==> src/rtl/pipeline_hazard_controller.sv <==
`default_nettype none
// ============================================================================
// Module      : pipeline_hazard_controller
// Description : Stall/flush/freeze control for a 5-stage ARM pipeline, with a
//               wait-state FSM for multi-cycle data-memory accesses and
//               saturating stall/flush performance counters. Optional macro
//               PIPELINE_HAZARD_FWD_EN restricts hazards to load-use only.
// Revision    : 1.0 - initial release
// ============================================================================
module pipeline_hazard_controller #(
  parameter int MEM_WAIT = 4,
  parameter int CNT_W    = 16
) (
  input  logic             clk,
  input  logic             rst,
  input  logic [3:0]       src1_ID,
  input  logic [3:0]       src2_ID,
  input  logic             twoSrc_ID,
  input  logic [3:0]       dest_EXE,
  input  logic             wbEn_EXE,
  input  logic             memRead_EXE,
  input  logic [3:0]       dest_MEM,
  input  logic             wbEn_MEM,
  input  logic             memReq_MEM,
  input  logic             branchTaken_EXE,
  output logic             freeze_PC,
  output logic             freeze_IF_Reg,
  output logic             flush_IF_Reg,
  output logic             freeze_ID_Reg,
  output logic             flush_ID_Reg,
  output logic             freeze_EXE_Reg,
  output logic             freeze_MEM_Reg,
  output logic             mem_ready,
  output logic [CNT_W-1:0] stall_cycles,
  output logic [CNT_W-1:0] flush_cycles
);

  typedef enum logic [0:0] {
    S_IDLE = 1'b0,
    S_BUSY = 1'b1
  } state_t;

  localparam logic [7:0] c_wait_load = (MEM_WAIT >= 2) ? 8'(MEM_WAIT - 2) : 8'd0;
  localparam bit         c_single    = (MEM_WAIT <= 1);

  state_t           r_state, w_state_nxt;
  logic [7:0]       r_wcnt, w_wcnt_nxt;
  logic             w_mem_ready;
  logic             w_mem_freeze;
  logic             w_match_exe;
  logic             w_match_mem;
  logic             w_hazard;
  logic             w_branch;
  logic             w_stall_inc;
  logic             w_flush_inc;
  logic [CNT_W-1:0] r_stall_cnt;
  logic [CNT_W-1:0] r_flush_cnt;

  always_ff @(posedge clk) begin
    if (rst) begin
      r_state <= S_IDLE;
      r_wcnt  <= 8'd0;
    end else begin
      r_state <= w_state_nxt;
      r_wcnt  <= w_wcnt_nxt;
    end
  end

  // mem_ready lands on the MEM_WAIT-th cycle of each access
  always_comb begin
    w_state_nxt = r_state;
    w_wcnt_nxt  = r_wcnt;
    w_mem_ready = 1'b0;
    case (r_state)
      S_IDLE: begin
        if (memReq_MEM) begin
          if (c_single) begin
            w_mem_ready = 1'b1;
          end else begin
            w_state_nxt = S_BUSY;
            w_wcnt_nxt  = c_wait_load;
          end
        end
      end
      S_BUSY: begin
        if (r_wcnt == 8'd0) begin
          w_mem_ready = 1'b1;
          w_state_nxt = S_IDLE;
        end else begin
          w_wcnt_nxt = r_wcnt - 8'd1;
        end
      end
      default: w_state_nxt = S_IDLE;
    endcase
    if (rst) w_mem_ready = 1'b0;
  end

  assign w_match_exe = wbEn_EXE & ((src1_ID == dest_EXE) | (twoSrc_ID & (src2_ID == dest_EXE)));
  assign w_match_mem = wbEn_MEM & ((src1_ID == dest_MEM) | (twoSrc_ID & (src2_ID == dest_MEM)));

`ifdef PIPELINE_HAZARD_FWD_EN
  // Forwarding covers everything except a load still in EXE
  assign w_hazard = ~rst & memRead_EXE & w_match_exe;
  logic w_unused_ok;
  assign w_unused_ok = w_match_mem;
`else
  assign w_hazard = ~rst & (w_match_exe | w_match_mem);
  logic w_unused_ok;
  assign w_unused_ok = memRead_EXE;
`endif

  assign w_mem_freeze = ~rst & memReq_MEM & ~w_mem_ready;
  assign w_branch     = ~rst & branchTaken_EXE;

  // Freeze beats branch beats hazard; a branch held across a freeze flushes on ready
  always_comb begin
    freeze_PC      = 1'b0;
    freeze_IF_Reg  = 1'b0;
    flush_IF_Reg   = 1'b0;
    freeze_ID_Reg  = 1'b0;
    flush_ID_Reg   = 1'b0;
    freeze_EXE_Reg = 1'b0;
    freeze_MEM_Reg = 1'b0;
    if (w_mem_freeze) begin
      freeze_PC      = 1'b1;
      freeze_IF_Reg  = 1'b1;
      freeze_ID_Reg  = 1'b1;
      freeze_EXE_Reg = 1'b1;
      freeze_MEM_Reg = 1'b1;
    end else if (w_branch) begin
      flush_IF_Reg = 1'b1;
      flush_ID_Reg = 1'b1;
    end else if (w_hazard) begin
      freeze_PC     = 1'b1;
      freeze_IF_Reg = 1'b1;
      flush_ID_Reg  = 1'b1;
    end
  end

  assign w_stall_inc = w_mem_freeze | (w_hazard & ~w_branch);
  assign w_flush_inc = w_branch & ~w_mem_freeze;

  always_ff @(posedge clk) begin
    if (rst) begin
      r_stall_cnt <= '0;
      r_flush_cnt <= '0;
    end else begin
      if (w_stall_inc && (r_stall_cnt != {CNT_W{1'b1}})) r_stall_cnt <= r_stall_cnt + 1'b1;
      if (w_flush_inc && (r_flush_cnt != {CNT_W{1'b1}})) r_flush_cnt <= r_flush_cnt + 1'b1;
    end
  end

  assign mem_ready    = w_mem_ready;
  assign stall_cycles = r_stall_cnt;
  assign flush_cycles = r_flush_cnt;

endmodule
`default_nettype wire

==> config.mk <==
export PLATFORM = sky130hd
export DESIGN_NAME = pipeline_hazard_controller
export DESIGN_NICKNAME = d
export VERILOG_FILES = /design/src/rtl/pipeline_hazard_controller.sv
export SDC_FILE = /design/constraint.sdc
export NUM_CORES = 1
export LEC_CHECK = 0
export CORE_MARGIN = 2
export CORE_UTILIZATION = 40
export CTS_CLUSTER_DIAMETER = 40
export DETAILED_ROUTE_END_ITERATION = 8
export PLACE_DENSITY = 0.67
export SLEW_MARGIN = 5
export SYNTH_ARGS = -nofsm -noshare
export SYNTH_HDL_FRONTEND = slang
export SYNTH_SLANG_ARGS = --single-unit
==> constraint.sdc <==
create_clock -name clk -period 2.2 [get_ports clk]
set_input_delay 0.44 -clock clk [delete_from_list [all_inputs] [get_ports clk]]
set_output_delay 0.44 -clock clk [all_outputs]
set_load 0.02 [all_outputs]
==> flow_summary.toml, run 1 <==
[run_status]
status = "complete, but fails checks"
violations = "negative setup slack"

[floorplanning]
die_h_um = 83.9
die_area_sq_um = 7040
core_sq_um = 6280
rows = 29
ios = 64
die_w_um = 83.9
initial_core_util_pct = 40.7

[grt]
use_met1_pct = 25.6
grt_overflow_total = 0
grt_pass1_wl_mm = 12.6
track_usage_pct = 21.4
grt_util_met2_pct = 38.7
grtUsageMet3_pct = 3.76
antenna_found_initial = 0
top_usage_layer = "met2"
grt_max_degree = 15
grt_pass1_vias = 2884

[sta]
max_freq_ghz = 0.426
tightestPinTransition_ps = 572
fin_skew_ps = 7.41
finalHoldViolCount = 0
slew_headroom_pct = 61.5
rsz0062_at_grt = "true"
fin_crit_sh_pct = 107
period_minus_slack_ps = 2350
whs_ps = 560
drv_slew = 0
finalSetupViolCount = 17
layout_setup_ws_ps = -147

[clock_network]
cts-root-buf = "clkbuf_8"
clkTransAtPathRegs_ps = 80
htree_levels = 2
cts_tree = "done"
worstSkewPairLatency_ps = 300
cts_buffers = 5
clock_path_buffers = 2
numClockSinks = 41

[place]
port_buffers = 62
dp_hpwl_mm = 5.28
dp.cells = 502
place_area_sq_um = 3620
place.gp.congestion = 0.995
place_ws_ps = -973

[logic_synthesis]
synth_ff_type = "dfxtp_1"
synthMuxAreaShare_pct = 3.43
yosysUniqueCellTypes = 51
synthSimpleGateAreaFrac_pct = 32.5
yosys_warnings = 0
yosys-top-cells-count = "nor2_1 (47), dfxtp_1 (41), nand2_1 (26), nand3_1 (23), xor2_1 (21)"
syn_inst = 324
ys_seq_elements = 41
synth-edff-count = 0
avgSynthCellArea_sq_um = 7.88
synth_top_area_share_pct = 32.2
yosys.area_share.adder_pct = 1.96
synth_area_leaders = "dfxtp_1 (32%), xor2_1 (7.2%), nor2_1 (6.9%), nand3_1 (4.5%), nand2_1 (3.8%)"
yosysSeqAreaShare_pct = 32.2
yosysMostFrequentCell = "nor2_1"
syn_area_sq_um = 2550
syn_nets = 352
synth_top_family_by_area = "simple AND/OR/NAND/NOR gates"
synth_xor_area_share_pct = 10.3
synth_compound_area_share_pct = 14.5
synthArstFlopShare_pct = 0
synth_top_area_cell = "dfxtp_1"

[final_layout]
layout-drive-gt1-share_pct = 32.7
synthToLayoutAreaGrowth_pct = 56.7
fin_nets = 479
final_util_pct = 63.7
diodes = 0
stdcell_area_sq_um = 4000
fin_cells = 529

[worst_setup_path]
path_buf_inv = 2
required_ps = 1760
ff2ff_path_depth = 10
critPathLaunchType = "flop"
startpoint = "r_wcnt[0]"
cp.arrival_ps = 1910
crit_chain = "inv_2, ha_4, or4bb_4, o21a_4, nor3_2, buf_4"
slowest_stage = "or4bb_4"
critPathMaxFanout = 5
crit_family = "simple AND/OR/NAND/NOR gates"
timing.rr.end = "flush_cycles[7]"
regToRegStartpoint = "r_wcnt[0]"
max_stage_delay_ps = 470
reg2reg_slack_ps = -70
path_class = "reg2out"
worstSetupEndpointType = "primary output"

[min_path]
holdPathStages = 2
worstHoldEndpoint = "flush_cycles[15]"
hold_path.startpoint = "flush_cycles[15]"
hp-class = "reg2reg"

[power]
power_density_nw_per_um2 = 514
p_leak_nw = 1.58
worst_ir_drop_vdd_mv = 0.298

[route]
via_count = 2873
drt_first_pass_iters = 5
routed_via_density = 5.43
post-route-drc-count = 0
drtIter0Drc = 106
totalWireLength_mm = 7.44
ant_nets = 0
avgRoutedWirePerCell_um = 14.1

[job]
drv_cap = 0
-- final cells by class --
type                            count  area (sq um)
Clock buffer                        6          72.6
Clock inverter                      2          10.0
Timing Repair Buffer              134          1130
Sequential cell                    41           823
Inverter                           17          63.8
Multi-Input combinational cell    252          1800
Tap cell                           77          96.3
Fill cell                         569          2280
-- through the flow --
| step | power [mW] | TNS [ps] |
|---|---|---|
| 2_1_floorplan | 1.15 | -28.4 |
| 3_3_place_gp | 1.42 | -11300 |
| 3_5_place_dp | 1.43 | -11640 |
| 4_1_cts | 2.02 | -1000 |
| 5_1_grt | 2.17 | -3340 |
| 6_report | 2.06 | -1240 |
-- placed cells by master, fill, tap and decap left out, types with 4 or more instances in the layout --
| cell | n |
|---|---|
| nand3_1 | 19 |
| nor2_1 | 45 |
| clkbuf_8 | 5 |
| inv_2 | 7 |
| nor2b_1 | 4 |
| nor3_1 | 9 |
| xnor2_1 | 8 |
| inv_1 | 10 |
| o21ai_0 | 6 |
| nand4_1 | 13 |
| buf_4 | 70 |
| a21oi_1 | 6 |
| buf_2 | 6 |
| nor4_1 | 7 |
| nand3_2 | 4 |
| nand2_1 | 23 |
| o211ai_1 | 6 |
| o21a_1 | 4 |
| buf_6 | 11 |
| clkdlybuf4s50_1 | 34 |
| xor2_1 | 20 |
| dlygate4sd2_1 | 9 |
| and3_1 | 7 |
| dfxtp_1 | 39 |
-- worst max path at each step --
stage                    endpoint  depth (start not counted)
finish               flush_IF_Reg                          6
global route        freeze_IF_Reg                          6
CTS                  flush_ID_Reg                          6
detailed placement   flush_ID_Reg                          8
global placement     flush_ID_Reg                          8
floorplan            flush_ID_Reg                          6
-- sequential cells by signal, summed over array words and instances (netlist names) --
register      flops
r_state           1
r_wcnt            8
stall_cycles     16
flush_cycles     16
-- metal layers --
| metal | up-vias | routed length, um |
|---|---|---|
| met1 | 1359 | 3290 |
| met5 | - | 0 |
| met3 | 12 | 384 |
| li1 | 1414 | - |
| met4 | 0 | 124 |
| met2 | 88 | 3630 |
-- repair_timing --
item,in CTS,in global routing
pin swaps,15,24
hold buffers,0,0
buffers inserted,17,4
cloned,1,0
endpoints found under the setup margin,34,33
resized for setup,103,40
-- kinds of logic after synthesis --
kind of cell             Yosys count
AND/OR/NAND/NOR                  159
AO/OA/AOI/OAI                     51
flip-flops                        41
buffers and inverters             31
XOR/XNOR                          30
multiplexers                       8
adder cells (fa/ha/maj)            4
-- power by group --
part,switching (mW),total (mW),internal (mW)
registers,0.0288,0.814,0.786
clock network,0.282,0.503,0.221
logic,0.351,0.738,0.387
-- worst min-delay path: cells and delay by family, from the launching register on --
family                    cells  cell delay (ps)
DFF                           1              380
and+or+nand+nor               1               70
xor gates and xnor gates      1               80
Power figures use the tool's default switching activity.
==> inputs of run 2 (changes only) <==
--- a/config.mk
+++ b/config.mk
@@ -5,11 +5,13 @@
 export SDC_FILE = /design/constraint.sdc
 export NUM_CORES = 1
 export LEC_CHECK = 0
+export CAP_MARGIN = 20
 export CORE_MARGIN = 2
 export CORE_UTILIZATION = 40
 export CTS_CLUSTER_DIAMETER = 40
 export DETAILED_ROUTE_END_ITERATION = 8
-export PLACE_DENSITY = 0.67
+export DONT_BUFFER_PORTS = 1
+export PLACE_DENSITY = 0.53
 export SLEW_MARGIN = 5
 export SYNTH_ARGS = -nofsm -noshare
 export SYNTH_HDL_FRONTEND = slang
==> constraint.sdc (replaced) <==
create_clock -name clk -period 2.2 [get_ports clk]
set_input_delay 0.22 -clock clk [delete_from_list [all_inputs] [get_ports clk]]
set_output_delay 0.22 -clock clk [all_outputs]
set_load 0.02 [all_outputs]
==> flow_summary.toml, run 2 (same netlist as run 1, synthesis figures left out) <==
[run_status]
status = "complete, but fails checks"
violations = "negative hold slack, negative setup slack"

[final_layout]
synthToLayoutAreaGrowth_pct = 24.5
layout-drive-gt1-share_pct = 24.6
mostFrequentLayoutCells = "buf_4 (46), nor2_1 (45), dfxtp_1 (37), nand2_1 (26), nand3_1 (22)"
seq_area_sq_um = 826
fin_cells = 447
final_common_cell = "buf_4"
fin_nets = 397
n_fill_cell = 629
multi_input_area_sq_um = 1660
final_util_pct = 50.6
diodes = 0

[floorplanning]
die_w_um = 83.9
initial_core_util_pct = 40.7
die_h_um = 83.9
core_sq_um = 6280
ios = 64
rows = 29
die_area_sq_um = 7040

[power]
p_switching_mw = 0.569
p_leak_nw = 1.22
power_frac_comb_pct = 23.1
p_int_mw = 1.37
sequentialPowerShare_pct = 42.6
worst_ir_drop_vdd_mv = 0.428
clkPwrFrac_pct = 34.2
swShare_pct = 29.4
power_density_nw_per_um2 = 609

[worst_setup_path]
regToRegStartpoint = "r_wcnt[0]"
required_ps = 1980
max_stage_delay_ps = 480
path_class = "reg2out"
cp.arrival_ps = 2010
startpoint = "r_wcnt[0]"
critPathLaunchType = "flop"
slowest_stage = "or4bb_4"
worstSetupEndpointType = "primary output"
crit_chain = "inv_2, ha_4, or4bb_4, o21a_4, buf_6, nor3_2, buf_4, buf_6"
critPathMaxFanout = 4
crit_top_cell = "buf_6"

[grt]
track_usage_pct = 18.7
grt_util_met2_pct = 30.7
grtUsageMet3_pct = 6.92
top_usage_layer = "met2"
grt_pass1_wl_mm = 11.0
grt_overflow_total = 0
use_met1_pct = 22.7
grt_max_degree = 53
grt_pass1_vias = 2372
antenna_found_initial = 0

[place]
dp_hpwl_mm = 4.68
place.gp.congestion = 0.811
port_buffers = 0
dp.cells = 431

[route]
routed_via_density = 5.58
avgRoutedWirePerCell_um = 14.8
totalWireLength_mm = 6.59
via_count = 2493
drtIter0Drc = 81
post-route-drc-count = 0
ant_nets = 0
drt_first_pass_iters = 6

[clock_network]
cts_buffers = 5
worstSkewPairLatency_ps = 300
htree_levels = 2
cts-root-buf = "clkbuf_8"
numClockSinks = 41
clock_path_buffers = 2
hold_buffers = 1
clkTransAtPathRegs_ps = 90
cts_tree = "done"

[sta]
slew_headroom_pct = 53.1
drv_slew = 0
whs_ps = -17.1
period_minus_slack_ps = 2230
max_freq_ghz = 0.449
fin_skew_ps = 5.40
fin_crit_sh_pct = 101
rsz0062_at_grt = "true"
layout_setup_ws_ps = -25.6
finalSetupViolCount = 5
finalHoldViolCount = 16
tightestPinTransition_ps = 695

[job]
drv_cap = 0

[min_path]
hp-class = "in2reg"
hold_path.startpoint = "rst"
[run 2: changes by cell type in the layout (fill, tap and decap cells not counted), sizes merged, moves of 2 or more]
| cell | change |
|---|---|
| buf | -36 |
| clkdlybuf4s50 | -34 |
| dlygate4sd2 | -9 |
| clkbuf | -2 |
| clkdlybuf4s15 | -2 |
| clkinv | -2 |
[run 2: worst max-delay path: cells and delay by family (launching register included)]
kind	cells	cell delay [ps]
and+or+nand+nor	2	570
buffers and inverters	4	450
DFF	1	330
AOI/OAI and AO/OA	1	240
adders and majority gates	1	120
[run 2: path summary, 6_finish.rpt]
path / cells past startpoint / slack [ps] / to
setup reg to reg: 10 / -10 / flush_cycles[15]
setup / recovery: 8 / -30 / flush_IF_Reg
hold / removal: 1 / -20 / flush_cycles[5]
hold reg to reg: 2 / 500 / r_wcnt[7]
[run 2: metal layers]
layer	share of wire, %	wire length (um)
met4	1.3	87
met3	6.6	435
met1	44	2910
met5	0	0
met2	48	3160
[run 2: layout make-up]
type                            instances  share of cell area [%]
Clock inverter                          2                    1.18
Sequential cell                        41                    26.0
Timing Repair Buffer                   52                    13.0
Inverter                               17                    2.01
Multi-Input combinational cell        252                    52.2
Tap cell                               77                    3.03
Clock buffer                            6                    2.60
[run 2: power groups by stage]
stage / clock network, mW / logic [mW] / registers, mW
floorplan: 0 / 0.285 / 0.853
global placement: 0 / 0.390 / 0.836
detailed placement: 0 / 0.395 / 0.837
CTS: 0.675 / 0.421 / 0.823
global route: 0.705 / 0.506 / 0.832
finish: 0.663 / 0.448 / 0.825
[run 2: through the flow]
stage	power [mW]	setup TNS (ps)	hold slack, ps	setup WS, ps	cell area [sq um]
after global placement	1.23	0	296	60.3	2910
after CTS	1.92	0	-31.9	1.43	3090
after detailed placement	1.23	0	297	46.0	2910
final	1.94	-59.3	-17.1	-25.6	3180
after floorplan	1.14	0	418	17.3	2550
after global routing	2.04	-1500	-40.1	-116	3180
[run 2: what timing repair did]
item                                   in CTS  in global routing
resized for setup                          10                 14
gates cloned                                0                  1
pin swaps                                   3                  4
setup endpoints to repair                   5                 23
endpoints found under the hold margin      20                 19
setup buffers                               3                  3
